## src/rtl/seg_scan_ctrl.sv

```systemverilog
// seg_scan_ctrl: 8-digit 7-seg scan controller with symbol buffer, scroll and optional blink.
// Optional blink gating is built only when SEG_SCAN_BLINK_EN is defined.
module seg_scan_ctrl #(
    parameter int SCAN_DIV      = 50000,
    parameter int SCROLL_FRAMES = 125,
    parameter int BLINK_FRAMES  = 64
) (
    input  logic       clk,
    input  logic       rst,
    input  logic       wr_en,
    input  logic [2:0] wr_addr,
    input  logic [2:0] wr_data,
    input  logic       scroll_en,
    input  logic       blink,
    output logic [2:0] seg_number,
    output logic [7:0] digit_sel,
    output logic       frame_tick
);
    localparam int PW = $clog2(SCAN_DIV);
    localparam int FW = $clog2(SCROLL_FRAMES + 1);
    localparam logic [PW-1:0] PS_LAST = PW'(SCAN_DIV - 1);
    localparam logic [FW-1:0] FC_LAST = FW'(SCROLL_FRAMES - 1);
    logic [PW-1:0] ps_q, ps_d;
    logic [FW-1:0] fc_q, fc_d;
    logic [2:0]    idx_q, idx_d;
    logic [2:0]    off_q, off_d;
    logic [2:0]    sym_q [8];
    logic [2:0]    seg_q, seg_d;
    logic [7:0]    sel_q, sel_d;
    logic [7:0]    dsel_q, dsel_d;
    logic          ft_q, ft_d;
    logic          scan_tick, wrap, dark;
`ifdef SEG_SCAN_BLINK_EN
    localparam int BW = $clog2(BLINK_FRAMES + 1);
    localparam logic [BW-1:0] BC_LAST = BW'(BLINK_FRAMES - 1);
    logic [BW-1:0] bc_q, bc_d;
    logic          ph_q, ph_d;
    always_comb begin
        bc_d = wrap ? ((bc_q == BC_LAST) ? '0 : bc_q + BW'(1)) : bc_q;
        ph_d = ph_q ^ (wrap && bc_q == BC_LAST);
        dark = blink && ph_q;
    end
    always_ff @(posedge clk) begin
        if (rst) begin
            bc_q <= '0;
            ph_q <= 1'b0;
        end else begin
            bc_q <= bc_d;
            ph_q <= ph_d;
        end
    end
`else
    logic blink_unused;
    assign blink_unused = blink;
    assign dark = 1'b0;
`endif
    always_comb begin
        scan_tick = ps_q == PS_LAST;
        wrap      = scan_tick && idx_q == 3'd7;
        ps_d      = scan_tick ? '0 : ps_q + PW'(1);
        idx_d     = idx_q + {2'b0, scan_tick};
        fc_d      = (wrap && scroll_en) ? ((fc_q == FC_LAST) ? '0 : fc_q + FW'(1)) : fc_q;
        off_d     = off_q + {2'b0, wrap && scroll_en && fc_q == FC_LAST};
        // the buffer read uses the pre-write value, so a same-cycle write shows up one cycle later
        seg_d     = sym_q[idx_q + off_q];
        sel_d     = ~(8'd1 << idx_q);
        dsel_d    = dark ? 8'hFF : sel_q;
        ft_d      = wrap;
    end
    always_ff @(posedge clk) begin
        if (rst) begin
            ps_q   <= '0;
            fc_q   <= '0;
            idx_q  <= '0;
            off_q  <= '0;
            seg_q  <= '0;
            sel_q  <= 8'hFF;
            dsel_q <= 8'hFF;
            ft_q   <= 1'b0;
            for (int i = 0; i < 8; i++) sym_q[i] <= '0;
        end else begin
            ps_q   <= ps_d;
            fc_q   <= fc_d;
            idx_q  <= idx_d;
            off_q  <= off_d;
            seg_q  <= seg_d;
            sel_q  <= sel_d;
            dsel_q <= dsel_d;
            ft_q   <= ft_d;
            if (wr_en) sym_q[wr_addr] <= wr_data;
        end
    end
    assign seg_number = seg_q;
    assign digit_sel  = dsel_q;
    assign frame_tick = ft_q;
endmodule

```

## config.mk

```make
export PLATFORM = sky130hd
export DESIGN_NAME = seg_scan_ctrl
export DESIGN_NICKNAME = d
export VERILOG_FILES = /design/src/rtl/seg_scan_ctrl.sv
export SDC_FILE = /design/constraint.sdc
export NUM_CORES = 1
export LEC_CHECK = 0
export CAP_MARGIN = 20
export CORE_AREA = 2 2 120 122
export CTS_CLUSTER_DIAMETER = 30
export CTS_CLUSTER_SIZE = 28
export DETAILED_ROUTE_END_ITERATION = 10
export DIE_AREA = 0 0 122 124
export SYNTH_ARGS = -nofsm -noshare
export SYNTH_HDL_FRONTEND = slang
export SYNTH_SLANG_ARGS = --single-unit
```

## constraint.sdc

```tcl
create_clock -name clk -period 6.3 [get_ports clk]
set_clock_uncertainty 0.1 [all_clocks]
set_input_delay 1.26 -clock clk [delete_from_list [all_inputs] [get_ports clk]]
set_output_delay 1.26 -clock clk [all_outputs]
set_load 0.02 [all_outputs]
```

Word level (Yosys, flattened, before mapping)
Memories as Yosys holds them, arrays and structs flattened. A register that Yosys moved wholly into a read port is not among the register bits.
Index checks and enable logic that the tools add are counted.
{"block": "word_totals", "reg_bits": 46, "ram_bits": 24, "inputBits": 11, "output_inout_bits": 12, "elab_cells": 32, "mem_count": 1}
{"name": "sym_q", "depth": 8, "word_bits": 3, "rd": 1, "rd_ports_with_merged_regs": 1, "write_ports": 8, "line": "27", "rtl": "logic [2:0] sym_q [8];"}
{"block": "op_classes", "n_addsub": 5, "eq_ne": 3, "n_shift": 1, "muxes": 9, "bitwise": 1, "reduce_logical": 5}
{"cell": "adder 16 x 1 -> 16 bit, second input constant", "n": 1}
{"cell": "== test 16 bit, second input constant", "n": 1}
{"cell": "NOT 8 bit", "n": 1}
{"cell": "left shift 1 x 3 -> 8 bit, first input constant", "n": 1}
{"cell": "adder 7 x 1 -> 7 bit, second input constant", "n": 1}
{"cell": "== test 7 bit, second input constant", "n": 1}
{"cell": "2-to-1 mux 7 bit", "n": 1}
{"cell": "adder 3 x 1 -> 3 bit", "n": 2}
{"cell": "2-to-1 mux 1 bit", "n": 6}
{"cell": "2-to-1 mux 3 bit", "n": 2}
{"cell": "adder 3 bit", "n": 1}
{"cell": "== test 3 bit, second input constant", "n": 1}
{"cell": "logical AND 1 bit", "n": 3}
{"cell": "OR reduction 3 bit", "n": 1}
{"cell": "OR reduction 2 bit", "n": 1}

Logic depth before layout (Yosys ltp)
{"block": "depth", "word_depth": 5, "mapped_depth": 9, "ltp_nobuf": 8}

Worst setup path after synthesis
OpenSTA, ideal clock, no wires.
{"block": "synth_timing", "path_kind": "input-to-reg", "start": "in wr_addr[0]", "end": "mem sym_q[0][0] (enable)", "setup_time_ns": 0.294, "t_arrival_ns": 2.137, "required_time_ns": 5.906, "setup_slack_ns": 3.769, "cell_stages": 3, "n_path_buf": 0, "cell_sequence": "or3b_2 > nor3_1 > or2_2"}
{"element": "start: declaration", "line": "11", "rtl": "input logic [2:0] wr_addr,"}
{"element": "end: declaration", "line": "27"}

==> flow_metrics.tcl <==
set metrics [dict create \
    power.share.combinational_pct 3.5 \
    min_path_type "flip-flop to flip-flop" \
    io_pins 23 \
    postSynthAreaPerCell_sq_um 11.2 \
    coreArea_sq_um 13700 \
    yosysMostFrequentCell "dfxtp_1" \
    firstDrtPassIters 4 \
    grt_setup_unrepaired "false" \
    yosysSeqAreaShare_pct 54.5 \
    avgViaCountPerCell 4.10 \
    synthesis.area_sq_um 3120 \
    synth_nets 299 \
    synth_top_area_cell "dfxtp_1" \
    p_int_uw 831 \
    ys_warn_count 0 \
    powerDensity_nw_per_um2 274 \
    grt_pass1_wl_mm 9.26 \
    synth.area.top_cells "dfxtp_1, edfxtp_1, and2_1, mux4_2, nor2_1" \
    h-tree-depth 3 \
    die_h_um 124 \
    antenna_found_initial 0 \
    grt_max_degree 40 \
    nFillCells 1400 \
    synth.distinct_cells 43 \
    syn_to_final_growth_pct 22.2 \
    die_w_um 122 \
    final_cells 486 \
    wl_per_cell_um 11.0 \
    critPathKind "primary input to flip-flop" \
    cts_tree "yes" \
    worst_pin_slew_ns 0.453 \
    start_util_pct 22.8 \
    dp_hpwl_mm 3.72 \
    synth.ff_latch_count 73 \
    ctsResizeCount 0 \
    timing.final.crit_share_pct 48.9 \
    synth_commonest_cells "dfxtp_1, nor2_1, and2_1" \
    drtIter0Drc 114 \
    seqPwrFrac_pct 48.2 \
    worst_setup_path_start_kind "primary input" \
    switching_share_pct 20.4 \
    yosys_most_used_dff "dfxtp_1" \
    die_area_sq_um 15100 \
    period_needed_ns 3.08 \
    worstPathRequired_ns 6.23 \
    p_total_uw 1040 \
    crit_slowest_cell "or3b_2" \
    path_clk_slew_ns 0.06 \
    totalWireLength_mm 5.37 \
    crit_fanout 39 \
    clkSinkCount 73 \
    path_buf_inv 2 \
    max-slew-margin-rel_pct 69.8 \
    synth-edff-count 24 \
    io_buffers 21 \
    cts_buffer_depth 2 \
    row_count 43 \
    grt_usage_pct 7.89 \
    clkPwrFrac_pct 48.3 \
    fmax_mhz 325 \
    diodes 0 \
    cp.arrival_ns 3.02 \
    drive_gt1_share_pct 14.4 \
    drc 0 \
    clock_tree.root_cell "clkbuf_16" \
    slew_violations 0 \
    regArea_sq_um 1700 \
    place_inst 470 \
    setup_tns_ns 0 \
    placed_area_sq_um 3510 \
    worstPathCellList "clkdlybuf4s50_1 -> buf_4 -> or3b_2 -> nor3_1 -> or2_2" \
    p_leak_uw 0.00135 \
    fin_nets 321 \
    cap_violations 0 \
    hold_buffers 0 \
    multi_input_area_sq_um 1330 \
    vdd_drop_max_mv 0.145 \
    post_cts_buffers 0 \
    clk_latency_ns 0.32 \
    overflow 0 \
    finalHoldViolations 0 \
    async_reset_ff_share_pct 0 \
    gp_congestion 0.744 \
    cp_top_family "simple AND/OR/NAND/NOR gates" \
    fin_area_sq_um 3820 \
    final_antenna_net_count 0 \
    via_count 1995 \
    critPathMaxStageDelay_ns 0.53 \
    netlist_instances 279 \
    numCtsBuffers 9 \
    finalSetupViolCount 0 \
    synth_top_area_share_pct 31.4 \
    utilization_pct 27.8 \
    end_kind "flip-flop" \
    status "complete, no violations" \
    switchingPower_uw 213 \
    grt_pass1_vias 1982 \
]
area by class of cell:
class	instances	share of cell area, %
clock inverters	5	0.852
flip-flops and latches	73	44.6
inverters	5	0.820
repair buffers	22	5.70
multi-input cells	190	34.9
clock buffers	11	7.21
well taps	180	5.90
state kept, by name, summed over array words and instances, names as in the netlist:
name        count
sym_q          24
ps_q           16
fc_q            7
off_q           3
idx_q           3
digit_sel       8
seg_number      3
dsel_d          8
frame_tick      1
worst register-to-register path, cell delays in order, from the launching register on:
cell	delay, ns
dfxtp_1	0.37
or4b_1	0.49
or4_1	0.76
nor3_1	0.32
ha_1	0.20
ha_1	0.22
nor2b_1	0.12
cells by family after synthesis:
logic type | count (synthesis) | synth area share (%)
AOI/OAI and AO/OA | 25 | 5.81
and+or+nand+nor | 133 | 23.8
buffers and inverters | 16 | 2.84
DFF | 73 | 54.5
muxes | 9 | 5.29
xor gates and xnor gates | 14 | 3.93
adders and majority gates | 9 | 3.85
through the flow:
stage,worst slack [ns],hold WS (ns)
2_1_floorplan,3.77,0.289
3_3_place_gp,2.92,0.293
3_5_place_dp,2.88,0.293
4_1_cts,3.23,0.307
5_1_grt,3.16,0.320
6_report,3.22,0.304
placed cells by master, fill, tap and decap left out, types with 2 or more instances in the layout:
cell type        netlist  layout
xor2_1                 9       9
xnor2_1                5       5
a21oi_1                6       6
ha_1                   8       8
clkdlybuf4s50_1        0      21
clkinv_2               0       2
a211oi_1               2       2
or2_2                 16      16
nand3_1               11      11
inv_1                  4       4
or4_1                  2       2
nand2b_1               3       3
mux2i_1                3       3
nand2_1               12      12
o21ai_0                6       6
nor2b_1                7       7
mux4_2                 6       6
nor2_1                28      28
nor3_1                 4       4
and3_1                 3       3
clkbuf_16              0      11
edfxtp_1              24      24
o21a_1                 2       2
or3_1                  3       3
dfxtp_1               49      49
or4b_1                 2       2
and4_1                 4       4
nand4_1                7       7
and2_1                26      26
a31oi_1                3       3
path summary, 6_finish.rpt:
| path | from | end | slack [ns] | depth (start not counted) |
|---|---|---|---|---|
| hold reg to reg | dsel_d[0]$_SDFF_PP1_ | digit_sel[0]$_SDFF_PP1_ | 0.30 | 1 |
| setup / recovery | rst | sym_q[0][0]$_SDFFCE_PN0P_ | 3.22 | 5 |
| setup reg to reg | ps_q[7]$_SDFF_PP0_ | off_q[1]$_SDFF_PP0_ | 3.60 | 6 |
| hold / removal | dsel_d[0]$_SDFF_PP1_ | digit_sel[0]$_SDFF_PP1_ | 0.30 | 1 |
power by group through the flow:
stage / Sequential, uW / Combinational (uW) / Clock (uW)
floorplan: 514 / 19.6 / 0
global placement: 514 / 36.8 / 0
detailed placement: 514 / 37.5 / 0
CTS: 504 / 37.5 / 517
global route: 505 / 40.5 / 535
finish: 504 / 36.8 / 504
per-layer routing:
layer	vias up	track usage, %	wire length (um)
met5	-	0	0
met4	0	4.74	104
met3	8	1.51	135
met2	28	13.5	2630
met1	931	9.15	2490
li1	1028	-	-
Note: power is estimated with default switching activity, not from simulation.
